--- config.mk ---
export PLATFORM = sky130hd
export DESIGN_NAME = multicycle_ctrl
export DESIGN_NICKNAME = d
export VERILOG_FILES = /design/src/rtl/mc_ctrl_pkg.sv /design/src/rtl/multicycle_ctrl_alu_op_decode.sv /design/src/rtl/multicycle_ctrl.sv
export SDC_FILE = /design/constraint.sdc
export NUM_CORES = 1
export LEC_CHECK = 0
export ABC_CLOCK_PERIOD_IN_PS = 1600
export CORE_MARGIN = 3
export CORE_UTILIZATION = 40
export DETAILED_ROUTE_END_ITERATION = 12
export PLACE_DENSITY = 0.74
export SYNTH_ARGS = -nofsm -noshare
export SYNTH_HDL_FRONTEND = slang
export SYNTH_HIERARCHICAL = 1
export SYNTH_SLANG_ARGS = --single-unit
--- constraint.sdc ---
create_clock -name clk -period 1.6 [get_ports clk]
set_input_delay 0.16 -clock clk [delete_from_list [all_inputs] [get_ports clk]]
set_output_delay 0.16 -clock clk [all_outputs]
set_load 0.05 [all_outputs]
--- src/rtl/mc_ctrl_pkg.sv ---
// Shared encodings for the multi-cycle MIPS-subset controller: states, opcodes,
// funct codes, ALU operations, mux selects and the registered control word.
package mc_ctrl_pkg;

    typedef enum logic [3:0] {
        S_IDLE,
        S_FETCH,
        S_DECODE,
        S_MEMADR,
        S_MEMRD,
        S_MEMWB,
        S_MEMWR,
        S_REX,
        S_RWB,
        S_BEQ,
        S_JMP
    } state_t;

    localparam logic [5:0] OP_RTYPE = 6'b000000;
    localparam logic [5:0] OP_LW    = 6'b100011;
    localparam logic [5:0] OP_SW    = 6'b101011;
    localparam logic [5:0] OP_BEQ   = 6'b000100;
    localparam logic [5:0] OP_J     = 6'b000010;

    localparam logic [5:0] FN_ADD = 6'b100000;
    localparam logic [5:0] FN_SUB = 6'b100010;
    localparam logic [5:0] FN_AND = 6'b100100;
    localparam logic [5:0] FN_OR  = 6'b100101;
    localparam logic [5:0] FN_SLT = 6'b101010;

    localparam logic [2:0] ALU_ADD   = 3'b000;
    localparam logic [2:0] ALU_SUB   = 3'b001;
    localparam logic [2:0] ALU_AND   = 3'b010;
    localparam logic [2:0] ALU_OR    = 3'b011;
    localparam logic [2:0] ALU_OTHER = 3'b110;
    localparam logic [2:0] ALU_SLT   = 3'b111;

    localparam logic [1:0] SRCB_REG     = 2'b00;
    localparam logic [1:0] SRCB_FOUR    = 2'b01;
    localparam logic [1:0] SRCB_IMM     = 2'b10;
    localparam logic [1:0] SRCB_IMM_SH2 = 2'b11;

    localparam logic [1:0] PCSRC_ALU    = 2'b00;
    localparam logic [1:0] PCSRC_ALUOUT = 2'b01;
    localparam logic [1:0] PCSRC_JUMP   = 2'b10;

    // Pure Moore part of the outputs; mem_ready/op dependent terms are added in the top.
    typedef struct packed {
        logic       pc_wr;
        logic       pc_wr_cond;
        logic [1:0] pc_src;
        logic       i_or_d;
        logic       mem_rd;
        logic       mem_wr;
        logic       reg_dst;
        logic       mem_to_reg;
        logic       reg_wr;
        logic       alu_src_a;
        logic [1:0] alu_src_b;
        logic [2:0] alu_op;
        logic       ext_op;
        logic       instr_done;
    } ctrl_t;

    function automatic ctrl_t ctrl_for_state(input state_t s, input logic [2:0] rex_op);
        ctrl_t c;
        c = '0;
        case (s)
            S_FETCH: begin
                c.mem_rd    = 1'b1;
                c.alu_src_b = SRCB_FOUR;
                c.alu_op    = ALU_ADD;
                c.pc_src    = PCSRC_ALU;
            end
            S_DECODE: begin
                c.alu_src_b = SRCB_IMM_SH2;
                c.alu_op    = ALU_ADD;
                c.ext_op    = 1'b1;
            end
            S_MEMADR: begin
                c.alu_src_a = 1'b1;
                c.alu_src_b = SRCB_IMM;
                c.alu_op    = ALU_ADD;
                c.ext_op    = 1'b1;
            end
            S_MEMRD: begin
                c.i_or_d = 1'b1;
                c.mem_rd = 1'b1;
            end
            S_MEMWB: begin
                c.mem_to_reg = 1'b1;
                c.reg_wr     = 1'b1;
                c.instr_done = 1'b1;
            end
            S_MEMWR: begin
                c.i_or_d = 1'b1;
                c.mem_wr = 1'b1;
            end
            S_REX: begin
                c.alu_src_a = 1'b1;
                c.alu_src_b = SRCB_REG;
                c.alu_op    = rex_op;
            end
            S_RWB: begin
                c.reg_dst    = 1'b1;
                c.reg_wr     = 1'b1;
                c.instr_done = 1'b1;
            end
            S_BEQ: begin
                c.alu_src_a  = 1'b1;
                c.alu_src_b  = SRCB_REG;
                c.alu_op     = ALU_SUB;
                c.pc_wr_cond = 1'b1;
                c.pc_src     = PCSRC_ALUOUT;
                c.instr_done = 1'b1;
            end
            S_JMP: begin
                c.pc_wr      = 1'b1;
                c.pc_src     = PCSRC_JUMP;
                c.instr_done = 1'b1;
            end
            default: c = '0;
        endcase
        return c;
    endfunction

endpackage

--- src/rtl/multicycle_ctrl_alu_op_decode.sv ---
// Combinational R-type funct to ALU operation mapping; unknown funct codes map
// to the generic "other R-type" operation.
module alu_op_decode
    import mc_ctrl_pkg::*;
(
    input  logic [5:0] func,
    output logic [2:0] alu_op
);

    always_comb begin
        alu_op = ALU_OTHER;
        case (func)
            FN_ADD:  alu_op = ALU_ADD;
            FN_SUB:  alu_op = ALU_SUB;
            FN_AND:  alu_op = ALU_AND;
            FN_OR:   alu_op = ALU_OR;
            FN_SLT:  alu_op = ALU_SLT;
            default: alu_op = ALU_OTHER;
        endcase
    end

endmodule

--- src/rtl/multicycle_ctrl.sv ---
// Multi-cycle sequencer for the MIPS-subset datapath (lw, sw, R-type, beq, j).
// Optional performance counters are built when MC_CTRL_PERF_EN is defined.
module multicycle_ctrl
    import mc_ctrl_pkg::*;
#(
    parameter int CNT_W = 32
) (
    input  logic       clk,
    input  logic       rst,
    input  logic [5:0] op,
    input  logic [5:0] func,
    input  logic       mem_ready,
    output logic       PCWr,
    output logic       PCWrCond,
    output logic [1:0] PCSrc,
    output logic       IorD,
    output logic       MemRd,
    output logic       MemWr,
    output logic       IRWr,
    output logic       RegDst,
    output logic       MemtoReg,
    output logic       RegWr,
    output logic       ALUSrcA,
    output logic [1:0] ALUSrcB,
    output logic [2:0] ALUop,
    output logic       ExtOp,
    output logic       illegal,
    output logic       instr_done
`ifdef MC_CTRL_PERF_EN
    ,
    output logic [CNT_W-1:0] cyc_cnt,
    output logic [CNT_W-1:0] instr_cnt
`endif
);

    state_t     state_reg;
    state_t     state_next;
    ctrl_t      ctrl_reg;
    logic [2:0] rex_op;
    logic       op_legal;
    logic       in_fetch;
    logic       in_decode;
    logic       in_memwr;

    alu_op_decode u_alu_op_decode (
        .func   (func),
        .alu_op (rex_op)
    );

    assign op_legal = (op == OP_LW) || (op == OP_SW) || (op == OP_RTYPE) ||
                      (op == OP_BEQ) || (op == OP_J);

    always_comb begin
        state_next = state_reg;
        case (state_reg)
            S_IDLE:   state_next = S_FETCH;
            S_FETCH:  if (mem_ready) state_next = S_DECODE;
            S_DECODE: begin
                case (op)
                    OP_LW, OP_SW: state_next = S_MEMADR;
                    OP_RTYPE:     state_next = S_REX;
                    OP_BEQ:       state_next = S_BEQ;
                    OP_J:         state_next = S_JMP;
                    default:      state_next = S_FETCH;
                endcase
            end
            S_MEMADR: state_next = (op == OP_SW) ? S_MEMWR : S_MEMRD;
            S_MEMRD:  if (mem_ready) state_next = S_MEMWB;
            S_MEMWR:  if (mem_ready) state_next = S_FETCH;
            S_REX:    state_next = S_RWB;
            S_MEMWB, S_RWB, S_BEQ, S_JMP: state_next = S_FETCH;
            default:  state_next = S_IDLE;
        endcase
    end

    // Control word is computed from the upcoming state so outputs come straight from flops.
    always_ff @(posedge clk or posedge rst) begin
        if (rst) begin
            state_reg <= S_IDLE;
            ctrl_reg  <= '0;
        end else begin
            state_reg <= state_next;
            ctrl_reg  <= ctrl_for_state(state_next, rex_op);
        end
    end

    assign in_fetch  = (state_reg == S_FETCH);
    assign in_decode = (state_reg == S_DECODE);
    assign in_memwr  = (state_reg == S_MEMWR);

    assign PCWr       = ctrl_reg.pc_wr | (in_fetch & mem_ready);
    assign IRWr       = in_fetch & mem_ready;
    assign illegal    = in_decode & ~op_legal;
    assign instr_done = ctrl_reg.instr_done | (in_memwr & mem_ready);
    assign PCWrCond   = ctrl_reg.pc_wr_cond;
    assign PCSrc      = ctrl_reg.pc_src;
    assign IorD       = ctrl_reg.i_or_d;
    assign MemRd      = ctrl_reg.mem_rd;
    assign MemWr      = ctrl_reg.mem_wr;
    assign RegDst     = ctrl_reg.reg_dst;
    assign MemtoReg   = ctrl_reg.mem_to_reg;
    assign RegWr      = ctrl_reg.reg_wr;
    assign ALUSrcA    = ctrl_reg.alu_src_a;
    assign ALUSrcB    = ctrl_reg.alu_src_b;
    assign ALUop      = ctrl_reg.alu_op;
    assign ExtOp      = ctrl_reg.ext_op;

`ifdef MC_CTRL_PERF_EN
    always_ff @(posedge clk or posedge rst) begin
        if (rst) begin
            cyc_cnt   <= '0;
            instr_cnt <= '0;
        end else begin
            if (state_reg != S_IDLE) cyc_cnt <= cyc_cnt + CNT_W'(1);
            if (instr_done) instr_cnt <= instr_cnt + CNT_W'(1);
        end
    end
`endif

endmodule

==> results.yml <==
status:
  outcome: "complete, but fails checks"
  violations: "setup timing"
timing:
  rsz0062_at_grt: "true"
  tightestPinTransition_ns: 0.398
  finalWorstSetupSlack_ns: -0.140
  whs_ns: 0.167
  fin_crit_ns: 1.74
  hold_violations: 0
  relSlewSlack_pct: 73.5
  fin_worst_skew_ns: 0.00250
  finalCritPeriodShare_pct: 109
  setup_violations: 10
  fmax_mhz: 575
  slew_violations: 0
synth:
  ys_seq_area_share_pct: 50.7
  ys_async_sr_fraction_pct: 100
  yosys_warnings: 6
  syn_avg_cell_area_um2: 9.79
  synth_edf_count: 0
  ys.flop_type: "dfrtp_1"
  ys_seq_elements: 21
  syn-cell-area_mm2: 0.00104
  synth.distinct_cells: 35
  syn-num-nets: 121
  synthCells: 106
final_layout:
  fillers: 185
  area_growth_pct: 65.0
  largest_register_ffs: 4
  diodes: 0
  final_nets: 181
  drive_above_1_share_pct: 49.1
  layout_commonest_cell: "buf_4"
  final_cell_mix: "buf_4 (42), dfrtp_1 (19), clkdlybuf4s50_1 (11)"
  finalNonFillerCells: 193
floorplan:
  ios: 35
  dieHeight_um: 56.9
  die_area_mm2: 0.00324
  rows: 17
  initial_core_util_pct: 44.3
  fp.dieW_um: 56.9
  coreArea_mm2: 0.00234
route:
  post-route-drc-count: 0
  drtIter0Drc: 13
  routedWlPerCell_um: 13.6
  wirelength_mm: 2.63
  vias: 982
  vias_per_cell: 5.09
  drt_first_pass_iters: 6
  ant_nets: 0
placement:
  gp_congestion: 0.781
  hpwl_mm: 1.89
  dp_cells: 184
  port-buffer-count: 34
setup_path:
  crit_chain: "clkdlybuf4s50_1 -> nand3_1 -> or3_1 -> o22ai_1 -> buf_4 -> o21ai_0 -> nor3b_2"
  timing.rr.end: "ALUSrcB[0]$_DFF_PP0_"
  startpoint_type: "input port"
  worst_r2r_path_depth: 6
  cp_data_arrival_time_ns: 1.95
  path_delay_family: "buffers and inverters"
  required_ns: 1.81
  cp-end-kind: "flip-flop"
  critPathMaxStageDelay_ns: 0.48
  cp.depth: 7
  r2r_start: "state_reg[3]$_DFF_PP0_"
  critPathBufInv: 2
  crit_path_top_delay_cell: "clkdlybuf4s50_1"
  path_max_fanout: 3
  path_class: "in -> reg"
  r2r_setup_slack_ns: -0.10
global_routing:
  use_met3_pct: 2.53
  grt_max_degree: 22
  use_met2_pct: 30.7
  grt_first_pass_wirelength_mm: 4.55
  overflow: 0
  grt_busiest_layer: "met2"
  grtUsageMet1_pct: 20.7
  grt_use_total_pct: 17.7
  grt_pass1_vias: 1051
  antenna_found_initial: 0
clock_network:
  h-tree-depth: 1
  clk_pin_slew_worst_paths_ns: 0.11
  clock_tree.root_cell: "clkbuf_4"
  cts_tree: "yes"
  numCtsBuffers: 3
  clk_latency_ns: 0.31
  cts_max_path_buffers: 2
  clock_sinks: 21
min_path:
  hold_path_class: "in -> async"
power_and_ir_drop:
  power_per_cell_area_mw_per_mm2: 1640
  vdd_drop_max_mv: 1.15
  power_leakage_nw: 0.844
run:
  maxCapViolations: 0
==> through the flow <==
stage / instance area, um2 / util (%) / worst slack, ns / setup TNS (ns) / power [mW]
2_1_floorplan: 1060 / - / -0.00592 / -0.00592 / 1.71
6_report: 1710 / 73.2 / -0.140 / -0.552 / 2.80
4_1_cts: 1690 / 72.4 / -0.0937 / -0.201 / 2.76
3_3_place_gp: 1550 / 66.3 / -0.465 / -4.73 / 2.26
5_1_grt: 1710 / 73.2 / -0.192 / -1.44 / 2.94
3_5_place_dp: 1550 / 66.3 / -0.517 / -5.43 / 2.29
==> worst max path at each step <==
stage,from,to
6_report,op[1],ALUSrcB[0]$_DFF_PP0_
5_1_grt,state_reg[2]$_DFF_PP0_,ALUSrcB[0]$_DFF_PP0_
4_1_cts,state_reg[3]$_DFF_PP0_,illegal
3_5_place_dp,op[0],ALUSrcA$_DFF_PP0_
3_3_place_gp,op[5],ALUSrcA$_DFF_PP0_
2_1_floorplan,state_reg[0]$_DFF_PP0_,MemRd$_DFF_PP0_
==> synth_stat cells (4+ instances only) <==
master | count | area share [%]
buf_4 | 7 | 5.1
nand2_1 | 8 | 2.9
nand3_1 | 5 | 2.4
nor2_1 | 10 | 3.6
inv_1 | 6 | 2.2
dfrtp_1 | 21 | 51
nand2b_1 | 4 | 2.4
o21ai_0 | 4 | 1.9
==> worst reg2reg max path, delay by kind of cell, from the launching register on <==
family          cells  cell delay (ns)
flops               1             0.47
buf+inv             1             0.20
compound gates      2             0.45
simple gates        3             0.48
==> per-layer routing <==
layer | vias up | share of wire, %
met5 | - | 0
met4 | 0 | 3.0
met3 | 8 | 4.7
met2 | 32 | 51
met1 | 465 | 42
li1 | 477 | -
==> what timing repair did <==
action | 4_1_cts | 5_1_grt
endpoints found under the hold margin | 0 | 0
hold buffers | 0 | 0
buffers inserted | 6 | 0
gates resized for setup | 33 | 4
pin swaps | 6 | 0
endpoints found under the setup margin | 12 | 15
==> kinds of logic (layout without fill, tap and decap cells) <==
group           Yosys count  in the layout  synth area share, %
simple gates             53             53                 29.2
flops                    21             21                 50.7
buf+inv                  16             75                 8.68
compound gates           15             15                 10.6
xor+xnor                  1              1                0.845
==> final cells by class <==
type                       instances  area (um2)  share of cell area, %
sequential                        21         528                   30.8
clock buffer                       3        22.5                   1.32
clock inverter                     1        5.00                  0.292
timing repair buffer              65         574                   33.6
multi-input combinational         69         524                   30.6
inverter                           6        22.5                   1.32
tap                               28        35.0                   2.05
==> power breakdown <==
group	internal (mW)	switching [mW]	total (mW)
registers	0.667	0.0720	0.739
logic	0.814	0.996	1.81
clock network	0.0934	0.161	0.255
(Power assumes the default switching activity.)
